### config.mk
export PLATFORM = sky130hd
export DESIGN_NAME = sc2bin_counter
export DESIGN_NICKNAME = d
export VERILOG_FILES = /design/src/rtl/sc_pkg.sv /design/src/rtl/sc_sample_counter.sv /design/src/rtl/sc2bin_counter.sv
export SDC_FILE = /design/constraint.sdc
export NUM_CORES = 1
export LEC_CHECK = 0
export BUFFER_PORTS_ARGS = -buffer_cell sky130_fd_sc_hd__buf_2
export CAP_MARGIN = 30
export CORE_UTILIZATION = 30
export DETAILED_ROUTE_END_ITERATION = 7
export HOLD_SLACK_MARGIN = 0.08
export PLACE_DENSITY = 0.55
export SYNTH_ARGS = -nofsm -noshare
export SYNTH_HDL_FRONTEND = slang
export SYNTH_SLANG_ARGS = --single-unit
### constraint.sdc
create_clock -name clk -period 0.9 [get_ports clk]
set_input_delay 0.135 -clock clk [delete_from_list [all_inputs] [get_ports clk]]
set_output_delay 0.135 -clock clk [all_outputs]
set_load 0.05 [all_outputs]
### src/rtl/sc_pkg.sv
// Shared constants and state encoding for the stochastic-to-binary counter.
package sc_pkg;

    // Default output width and the matching window length (2^W - 1 samples).
    localparam int unsigned W_DEFAULT = 8;
    localparam int unsigned L_DEFAULT = (32'd1 << W_DEFAULT) - 32'd1;

    // Window length for an arbitrary output width.
    function automatic int unsigned window_len(input int unsigned w);
        return (32'd1 << w) - 32'd1;
    endfunction

    typedef enum logic [1:0] {
        ST_IDLE  = 2'd0,
        ST_ACCUM = 2'd1,
        ST_HOLD  = 2'd2
    } state_e;

endpackage

### src/rtl/sc_sample_counter.sv
// W-bit up-counter with synchronous clear (priority over enable) and a
// terminal flag. The flag is high while the count sits one below TERMINAL,
// so "tc && en" marks the increment that reaches TERMINAL.
module sc_sample_counter
    import sc_pkg::*;
#(
    parameter int unsigned W        = W_DEFAULT,
    parameter int unsigned TERMINAL = L_DEFAULT
) (
    input  logic         clk,
    input  logic         rst_n,
    input  logic         clear,
    input  logic         en,
    output logic [W-1:0] count,
    output logic         tc
);

    localparam logic [W-1:0] TC_VAL = W'(TERMINAL - 1);

    logic [W-1:0] count_q;
    logic [W-1:0] count_d;

    // Next count: clear wins, otherwise increment when enabled.
    always_comb begin
        count_d = count_q;
        if (clear) begin
            count_d = '0;
        end else if (en) begin
            count_d = count_q + W'(1);
        end
    end

    // Count register.
    always_ff @(posedge clk or negedge rst_n) begin
        if (!rst_n) begin
            count_q <= '0;
        end else begin
            count_q <= count_d;
        end
    end

    assign count = count_q;
    assign tc    = (count_q == TC_VAL);

endmodule

### src/rtl/sc2bin_counter.sv
// Converts a stochastic bitstream to binary by counting ones over a window
// of 2^W - 1 valid samples, then holds the result until accepted.
module sc2bin_counter
    import sc_pkg::*;
#(
    parameter int unsigned W = W_DEFAULT
) (
    input  logic         clk,
    input  logic         rst_n,
    input  logic         start,
    input  logic         abort,
    input  logic         bit_in,
    input  logic         bit_valid,
    output logic         busy,
    output logic [W-1:0] out_value,
    output logic         out_valid,
    input  logic         out_ready
);

    localparam int unsigned L = window_len(W);

    logic [1:0]   rst_sync_q;
    logic         rst_sync_n;
    state_e       state_q;
    state_e       state_d;
    logic         cnt_clear;
    logic         win_en;
    logic         ones_en;
    logic         out_load;
    logic         win_last;
    logic [W-1:0] ones_count;
    logic [W-1:0] win_count_unused;
    logic         ones_tc_unused;
    logic [W-1:0] out_value_q;
    logic [W-1:0] out_value_d;

    // Reset synchroniser: asserts immediately, releases two edges later.
    // NOTE: sequential state uses non-blocking (<=) so every flop samples
    // pre-edge values; blocking here would collapse the two stages into one.
    always_ff @(posedge clk or negedge rst_n) begin
        if (!rst_n) begin
            rst_sync_q <= 2'b00;
        end else begin
            rst_sync_q <= {rst_sync_q[0], 1'b1};
        end
    end

    assign rst_sync_n = rst_sync_q[1];

    // Counts every valid sample; its flag marks the L-th one.
    sc_sample_counter #(.W(W), .TERMINAL(L)) u_win_cnt (
        .clk   (clk),
        .rst_n (rst_sync_n),
        .clear (cnt_clear),
        .en    (win_en),
        .count (win_count_unused),
        .tc    (win_last)
    );

    // Counts the ones among the valid samples; cannot exceed L.
    sc_sample_counter #(.W(W), .TERMINAL(L)) u_ones_cnt (
        .clk   (clk),
        .rst_n (rst_sync_n),
        .clear (cnt_clear),
        .en    (ones_en),
        .count (ones_count),
        .tc    (ones_tc_unused)
    );

    assign ones_en = win_en & bit_in;

    // Next-state and counter control.
    // NOTE: every signal gets a default before the case so no path leaves it
    // unassigned, which would otherwise infer a latch.
    always_comb begin
        state_d   = state_q;
        cnt_clear = 1'b0;
        win_en    = 1'b0;
        out_load  = 1'b0;
        case (state_q)
            ST_IDLE: begin
                if (start) begin
                    cnt_clear = 1'b1;
                    state_d   = ST_ACCUM;
                end
            end
            ST_ACCUM: begin
                // Abort beats everything, including the final sample.
                if (abort) begin
                    state_d = ST_IDLE;
                end else if (bit_valid) begin
                    win_en = 1'b1;
                    if (win_last) begin
                        out_load = 1'b1;
                        state_d  = ST_HOLD;
                    end
                end
            end
            ST_HOLD: begin
                if (out_ready) begin
                    if (start) begin
                        cnt_clear = 1'b1;
                        state_d   = ST_ACCUM;
                    end else begin
                        state_d = ST_IDLE;
                    end
                end
            end
            default: state_d = ST_IDLE;
        endcase
    end

    // Final count includes the sample taken in the loading cycle; the sum
    // tops out at L, which fits in W bits.
    always_comb begin
        out_value_d = out_value_q;
        if (out_load) begin
            out_value_d = ones_count + W'(bit_in);
        end
    end

    // State and result registers.
    always_ff @(posedge clk or negedge rst_sync_n) begin
        if (!rst_sync_n) begin
            state_q     <= ST_IDLE;
            out_value_q <= '0;
        end else begin
            state_q     <= state_d;
            out_value_q <= out_value_d;
        end
    end

    assign busy      = (state_q == ST_ACCUM);
    assign out_valid = (state_q == ST_HOLD);
    assign out_value = out_value_q;

endmodule

==> results.ini, run 1 <==
[run_status]
status = complete, but fails checks
violations = negative setup slack

[synthesis]
yosysTopAreaCellShare = 0.475
syn_avg_cell_area_sq_um = 10.6
synth-main-ff-cell = dfrtp_1
seq_area_frac_synth = 0.475
synth_cell_types = 35
synth.largest_area_cell = dfrtp_1
synth.net_count = 151
postSynthCellCount = 139
synth.area.top_cells = dfrtp_1 48%, o21ai_0 5.1%, ha_1 4.2%, mux2_2 3.8%, a21oi_1 3.4%
yosys_warnings = 0
async_flop_share = 1.00
synth_edf_count = 0
synth-seq-cells = 28
yosys.cell_count.top_type = dfrtp_1
ys_top_cells_by_count = 28 x dfrtp_1, 15 x o21ai_0, 10 x a21oi_1
syn_area_sq_mm = 0.00147

[clock_tree]
cts_tree = done
clock_path_buffers = 2
cts.sinks = 28
cts.htree.levels = 1
path_clk_slew_ns = 0.10
cts-root-buf = clkbuf_8
cts_made_buffers = 3
insertion_delay_ns = 0.27

[sta]
fin_ws_ns = -0.559
setup_viol = 36
rsz0062_at_grt = true
skew_ns = 0.00146
final_max_slew_viol_count = 0
hold_ws_ns = 0.160
fmax_ghz = 0.685
finalHoldViolations = 0
fin_crit_sh = 1.62
setup_tns_ns = -13.49
fin_crit_ns = 1.46

[job]
maxCapViolations = 0

[floorplan]
fp.dieH_um = 72.1
core_sq_mm = 0.00472
die_area_sq_mm = 0.00520
pin_count = 17
fp.dieW_um = 72.1
start_util = 0.312
num_rows = 25

[global_routing]
first_global_vias = 1413
antenna_found_initial = 0
track_usage = 0.155
grt_pass1_wl_um = 6350
grt.overflow.total = 0
grt_max_degree = 27

[routing]
vias = 1343
via_per_inst = 4.99
firstDrtPassIters = 4
drt_first_iter_violations = 47
routed_wirelength_um = 3750
wl_per_cell_um = 14.0
antenna_left = 0
route.detailed.drc = 0

[worst_setup_path]
cp-endpoint = out_value[3]$_DFFE_PN0P_
required_ns = 1.06
critPathMaxFanout = 6
crit_start = u_win_cnt.count[0]$_DFFE_PN0P_
worstReg2RegStart = u_win_cnt.count[0]$_DFFE_PN0P_
startpoint_type = flip-flop
r2r_end = out_value[3]$_DFFE_PN0P_
r2r_slack_ns = -0.56
crit_arrival_ns = 1.62
worst-setup-path-type = reg2reg
r2r_cells = 5
end_kind = flip-flop

[power_and_ir_drop]
vdd_drop_max_v = 0.000729
p_leak_nw = 1.05
power_density_mw_per_mm2 = 1120

[layout]
syn_to_final_growth_pct = 56.9
antenna_cells = 0
finalNetCount = 215
drive_above_1_share = 0.510

[hold_path]
min_path_type = in2async

[placed_design]
io_buffers = 16
gp_congestion = 0.775
hpwl_um = 2680
post-place-ws_ns = -0.566

-- layout by cell type, fill, tap and decap left out, drive strengths merged --
cell type,instances
nand2b,1
nand4,5
and4bb,1
or3,8
inv,4
xor2,1
clkbuf,4
nand2,4
buf,66
and4,2
mux2i,4
xnor2,2
nor3,1
and3,1
o21bai,1
nor2,1
o211ai,2
nor2b,2
dfrtp,28
nand4bb,1
o21ai,15
a21o,2
ha,5
nor3b,1
and2b,1
a31oi,6
dlygate4sd3,1
or4,4
conb,1
nand3,8
mux2,5
a21oi,10
o31ai,4
-- metal layers --
metal | up-vias | wire, um | track usage
li1 | 644 | - | -
met1 | 675 | 1580 | 0.191
met2 | 20 | 2060 | 0.276
met3 | 4 | 67 | 0.0194
met4 | 0 | 44 | 0.0566
met5 | - | 0 | 0
-- report_power, final --
group	internal [mW]	total (mW)	switching (mW)
sequential	1.29	1.32	0.0295
combinational	0.253	0.489	0.236
clock	0.391	0.778	0.387
total	1.94	2.59	0.652
-- worst max-delay path, cell delays in order, from the launching register on --
cell     delay (ns)
dfrtp_1        0.40
inv_1          0.06
ha_1           0.13
and4_4         0.20
and3_4         0.25
mux2_4         0.31
-- per-stage QoR --
step           instance area [sq um]  instances  utilization  total power [mW]
2_1_floorplan                   1580        139            -              1.55
3_3_place_gp                    1970        250        0.418              1.72
3_5_place_dp                    1970        250        0.418              1.73
4_1_cts                         2230        265        0.471              2.58
5_1_grt                         2310        269        0.490              2.70
6_report                        2310        269        0.490              2.59
-- how the worst min path moves through the flow --
stage	startpoint	cells after the start	endpoint
2_1_floorplan	rst_n	0	rst_sync_q[0]$_DFF_PN0_
3_3_place_gp	rst_n	1	rst_sync_q[0]$_DFF_PN0_
3_5_place_dp	rst_n	1	rst_sync_q[1]$_DFF_PN0_
4_1_cts	out_ready	3	state_q[1]$_DFFE_PN0P_
5_1_grt	rst_n	2	rst_sync_q[0]$_DFF_PN0_
6_report	rst_n	2	rst_sync_q[1]$_DFF_PN0_
-- cell families (layout without fill, tap and decap cells) --
kind of cell             count (synthesis)  count (layout)  share of synthesized area
other                                    1               1                    0.00254
AO/OA/AOI/OAI                           40              40                      0.156
adder cells (fa/ha/maj)                  5               5                     0.0424
buffers and inverters                   12              75                     0.0458
flip-flops                              28              28                      0.475
AND/OR/NAND/NOR                         41              41                      0.194
multiplexers                             9               9                     0.0654
XOR/XNOR                                 3               3                     0.0178
-- state kept, by name, indices dropped and copies added, names as in the netlist --
| register | count |
|---|---|
| u_ones_cnt.count | 8 |
| out_value | 8 |
| state_q | 2 |
| u_win_cnt.count | 8 |
| rst_sync_q | 2 |
-- repair_timing --
item	4_1_cts	5_1_grt
setup buffers	10	5
resized for setup	35	16
setup endpoints to repair	36	36
gates cloned	1	0
endpoints found under the hold margin	2	0
hold buffers	1	0
pin swaps	4	7
-- area by class of cell --
cell class | count | area [sq um]
repair buffers | 67 | 587
clock buffers | 4 | 55.1
multi-input cells | 99 | 868
fillers | 436 | 2410
flip-flops and latches | 28 | 703
well taps | 67 | 83.8
inverters | 4 | 15.0
No activity file was read; power rests on OpenSTA's default activity.
==> run 2: changes to the inputs <==
--- a/config.mk
+++ b/config.mk
@@ -7,10 +7,10 @@
 export LEC_CHECK = 0
 export BUFFER_PORTS_ARGS = -buffer_cell sky130_fd_sc_hd__buf_2
 export CAP_MARGIN = 30
-export CORE_UTILIZATION = 30
+export CORE_UTILIZATION = 57
 export DETAILED_ROUTE_END_ITERATION = 7
 export HOLD_SLACK_MARGIN = 0.08
-export PLACE_DENSITY = 0.55
+export PLACE_DENSITY = 0.86
 export SYNTH_ARGS = -nofsm -noshare
 export SYNTH_HDL_FRONTEND = slang
 export SYNTH_SLANG_ARGS = --single-unit
==> run 2 against run 1 <==
Net effect: the flow still finishes with violations (negative setup slack); via count is 27% higher; first-iteration DRC count rose by 130%; sequential power hardly changed; sequential share of layout area is 0.81 points lower; largest cell class unchanged.
==> results.ini, run 2 (synthesized netlist as in run 1, its figures left out) <==
[floorplan]
num_rows = 18  ; was 25
fp.dieH_um = 52.9  ; was 72.1 um
fp.dieW_um = 52.9  ; was 72.1 um
core_sq_mm = 0.00245  ; was 0.00472 sq mm
start_util = 0.600  ; was 0.312
die_area_sq_mm = 0.00279  ; was 0.00520 sq mm
pin_count = 17  ; unchanged

[worst_setup_path]
critPathMaxFanout = 4  ; was 6
cp_cell_sequence = buf_4 > nand4_1 > buf_4 > or4_4 > a21oi_2  ; was inv_1 > ha_1 > and4_4 > and3_4 > mux2_4
critical_path.max_stage_delay_ns = 0.47  ; was 0.40 ns
worst_path_max_delay_cell = dfrtp_1  ; unchanged
crit_arrival_ns = 1.92  ; was 1.62 ns
worst-setup-path-type = reg2reg  ; unchanged
end_kind = flip-flop  ; unchanged
startpoint_type = flip-flop  ; unchanged
required_ns = 1.20  ; was 1.06 ns
path_common_cell = buf_4

[layout]
finalNetCount = 220  ; was 215
final_cells = 237  ; was 269
antenna_cells = 0  ; unchanged
syn_to_final_growth_pct = 61.5  ; was 56.9%
final_common_cell = buf_4  ; unchanged
final_util = 0.969  ; was 0.490
final_area_sq_mm = 0.00238  ; was 0.00231 sq mm
final_cell_mix = 42 x buf_4, 25 x dfrtp_1, 19 x buf_6  ; was 41 x buf_4, 26 x dfrtp_1, 15 x buf_6
fill_cells = 41  ; was 436
drive_above_1_share = 0.609  ; was 0.510

[job]
maxCapViolations = 0  ; unchanged

[placed_design]
dp.cells = 218  ; was 250
dpl_cell_area_sq_mm = 0.00196  ; was 0.00197 sq mm
post-place-ws_ns = -0.600  ; was -0.566 ns
hpwl_um = 3080  ; was 2680 um
gp_congestion = 0.881  ; was 0.775
io_buffers = 16  ; unchanged

[clock_tree]
clock_path_buffers = 2  ; unchanged
cts_made_buffers = 3  ; unchanged
cts-root-buf = clkbuf_4  ; was clkbuf_8
insertion_delay_ns = 0.35  ; was 0.27 ns
cts_tree = done  ; unchanged
cts.htree.levels = 1  ; unchanged
path_clk_slew_ns = 0.16  ; was 0.10 ns
cts.sinks = 28  ; unchanged

[global_routing]
track_usage = 0.423  ; was 0.155
first_global_vias = 1565  ; was 1,413
met2_usage = 0.700  ; was 0.276
grt_pass1_wl_um = 8170  ; was 6350 um
top_usage_layer = met2  ; unchanged
grtUsageMet1 = 0.517  ; was 0.191
met3_usage = 0.0862  ; was 0.0194
grt.overflow.total = 0  ; unchanged
antenna_found_initial = 0  ; unchanged
grt_max_degree = 27  ; unchanged

[power_and_ir_drop]
power_density_mw_per_mm2 = 1170  ; was 1120 mW/mm^2
p_leak_nw = 1.07  ; was 1.05 nW
vdd_drop_max_v = 0.00168  ; was 0.000729 V

[sta]
finalHoldViolations = 0  ; unchanged
skew_ns = 0.00121  ; was 0.00146 ns
fin_crit_ns = 1.63  ; was 1.46 ns
rsz0062_at_grt = true  ; unchanged
final_max_slew_viol_count = 0  ; unchanged
fin_crit_sh = 1.81  ; was 1.62
fmax_ghz = 0.615  ; was 0.685 GHz
setup_tns_ns = -18.43  ; was -13.49 ns
fin_ws_ns = -0.727  ; was -0.559 ns
setup_viol = 36  ; unchanged

[routing]
firstDrtPassIters = 5  ; was 4
routed_wirelength_um = 6760  ; was 3750 um
via_per_inst = 7.19  ; was 4.99
antenna_left = 0  ; unchanged
wl_per_cell_um = 28.5  ; was 14.0 um
route.detailed.drc = 0  ; unchanged
vias = 1704  ; was 1,343
drt_first_iter_violations = 107  ; was 47

[run_status]
violations = negative setup slack  ; unchanged
status = complete, but fails checks  ; unchanged

[hold_path]
min_path_type = in2reg  ; was in2async

==> run 2: area by class of cell <==
type                            instances  area, sq um  area share
Inverter                                4         15.0     0.00631
Clock inverter                          1         30.0      0.0126
Sequential cell                        28          704       0.296
Tap cell                               30         37.5      0.0158
Timing Repair Buffer                   72          634       0.267
Clock buffer                            3         22.5     0.00946
Multi-Input combinational cell         99          936       0.393
==> run 2: where the power goes <==
part,total (mW),switching [mW],internal [mW]
Sequential,1.34,0.0435,1.29
Clock,0.873,0.421,0.451
Combinational,0.581,0.320,0.261
Total,2.79,0.784,2.01
==> run 2: final timing paths <==
kind	start	slack [ns]	cells past startpoint	to
setup / recovery	u_ones_cnt.count[1]$_DFFE_PN0P_	-0.73	5	u_ones_cnt.count[7]$_DFFE_PN0P_
hold / removal	out_ready	0.15	3	state_q[1]$_DFFE_PN0P_
min in group asynchronous	rst_sync_q[1]$_DFF_PN0_	0.25	1	u_win_cnt.count[7]$_DFFE_PN0P_
setup reg to reg	u_ones_cnt.count[1]$_DFFE_PN0P_	-0.73	5	u_ones_cnt.count[7]$_DFFE_PN0P_
max in group asynchronous	rst_n	0.17	3	rst_sync_q[1]$_DFF_PN0_
hold reg to reg	rst_sync_q[1]$_DFF_PN0_	0.25	1	u_win_cnt.count[7]$_DFFE_PN0P_
==> run 2: critical path, delay by kind of cell (launching register included) <==
family	cells	cell delay [ns]
flip-flops	1	0.47
AO/OA/AOI/OAI	1	0.13
AND/OR/NAND/NOR	2	0.61
buffers and inverters	2	0.37
==> run 2: layer usage <==
layer | part of all wire | vias up
met4 | 0.083 | 0
li1 | - | 664
met3 | 0.12 | 64
met1 | 0.33 | 783
met5 | 0 | -
met2 | 0.47 | 193
==> run 2: metrics by stage <==
stage               power, mW  hold slack [ns]
detailed placement       1.74          -0.0793
CTS                      2.61           0.0817
finish                   2.79            0.154
floorplan                1.55           -0.161
global placement         1.71          -0.0804
global route             2.86            0.144
==> run 2: timing repair <==
item,4_1_cts,5_1_grt
endpoints found under the hold margin,2,0
pin swaps,10,8
hold buffers,2,0
endpoints found under the setup margin,36,36
buffers inserted,8,7
resized for setup,34,35
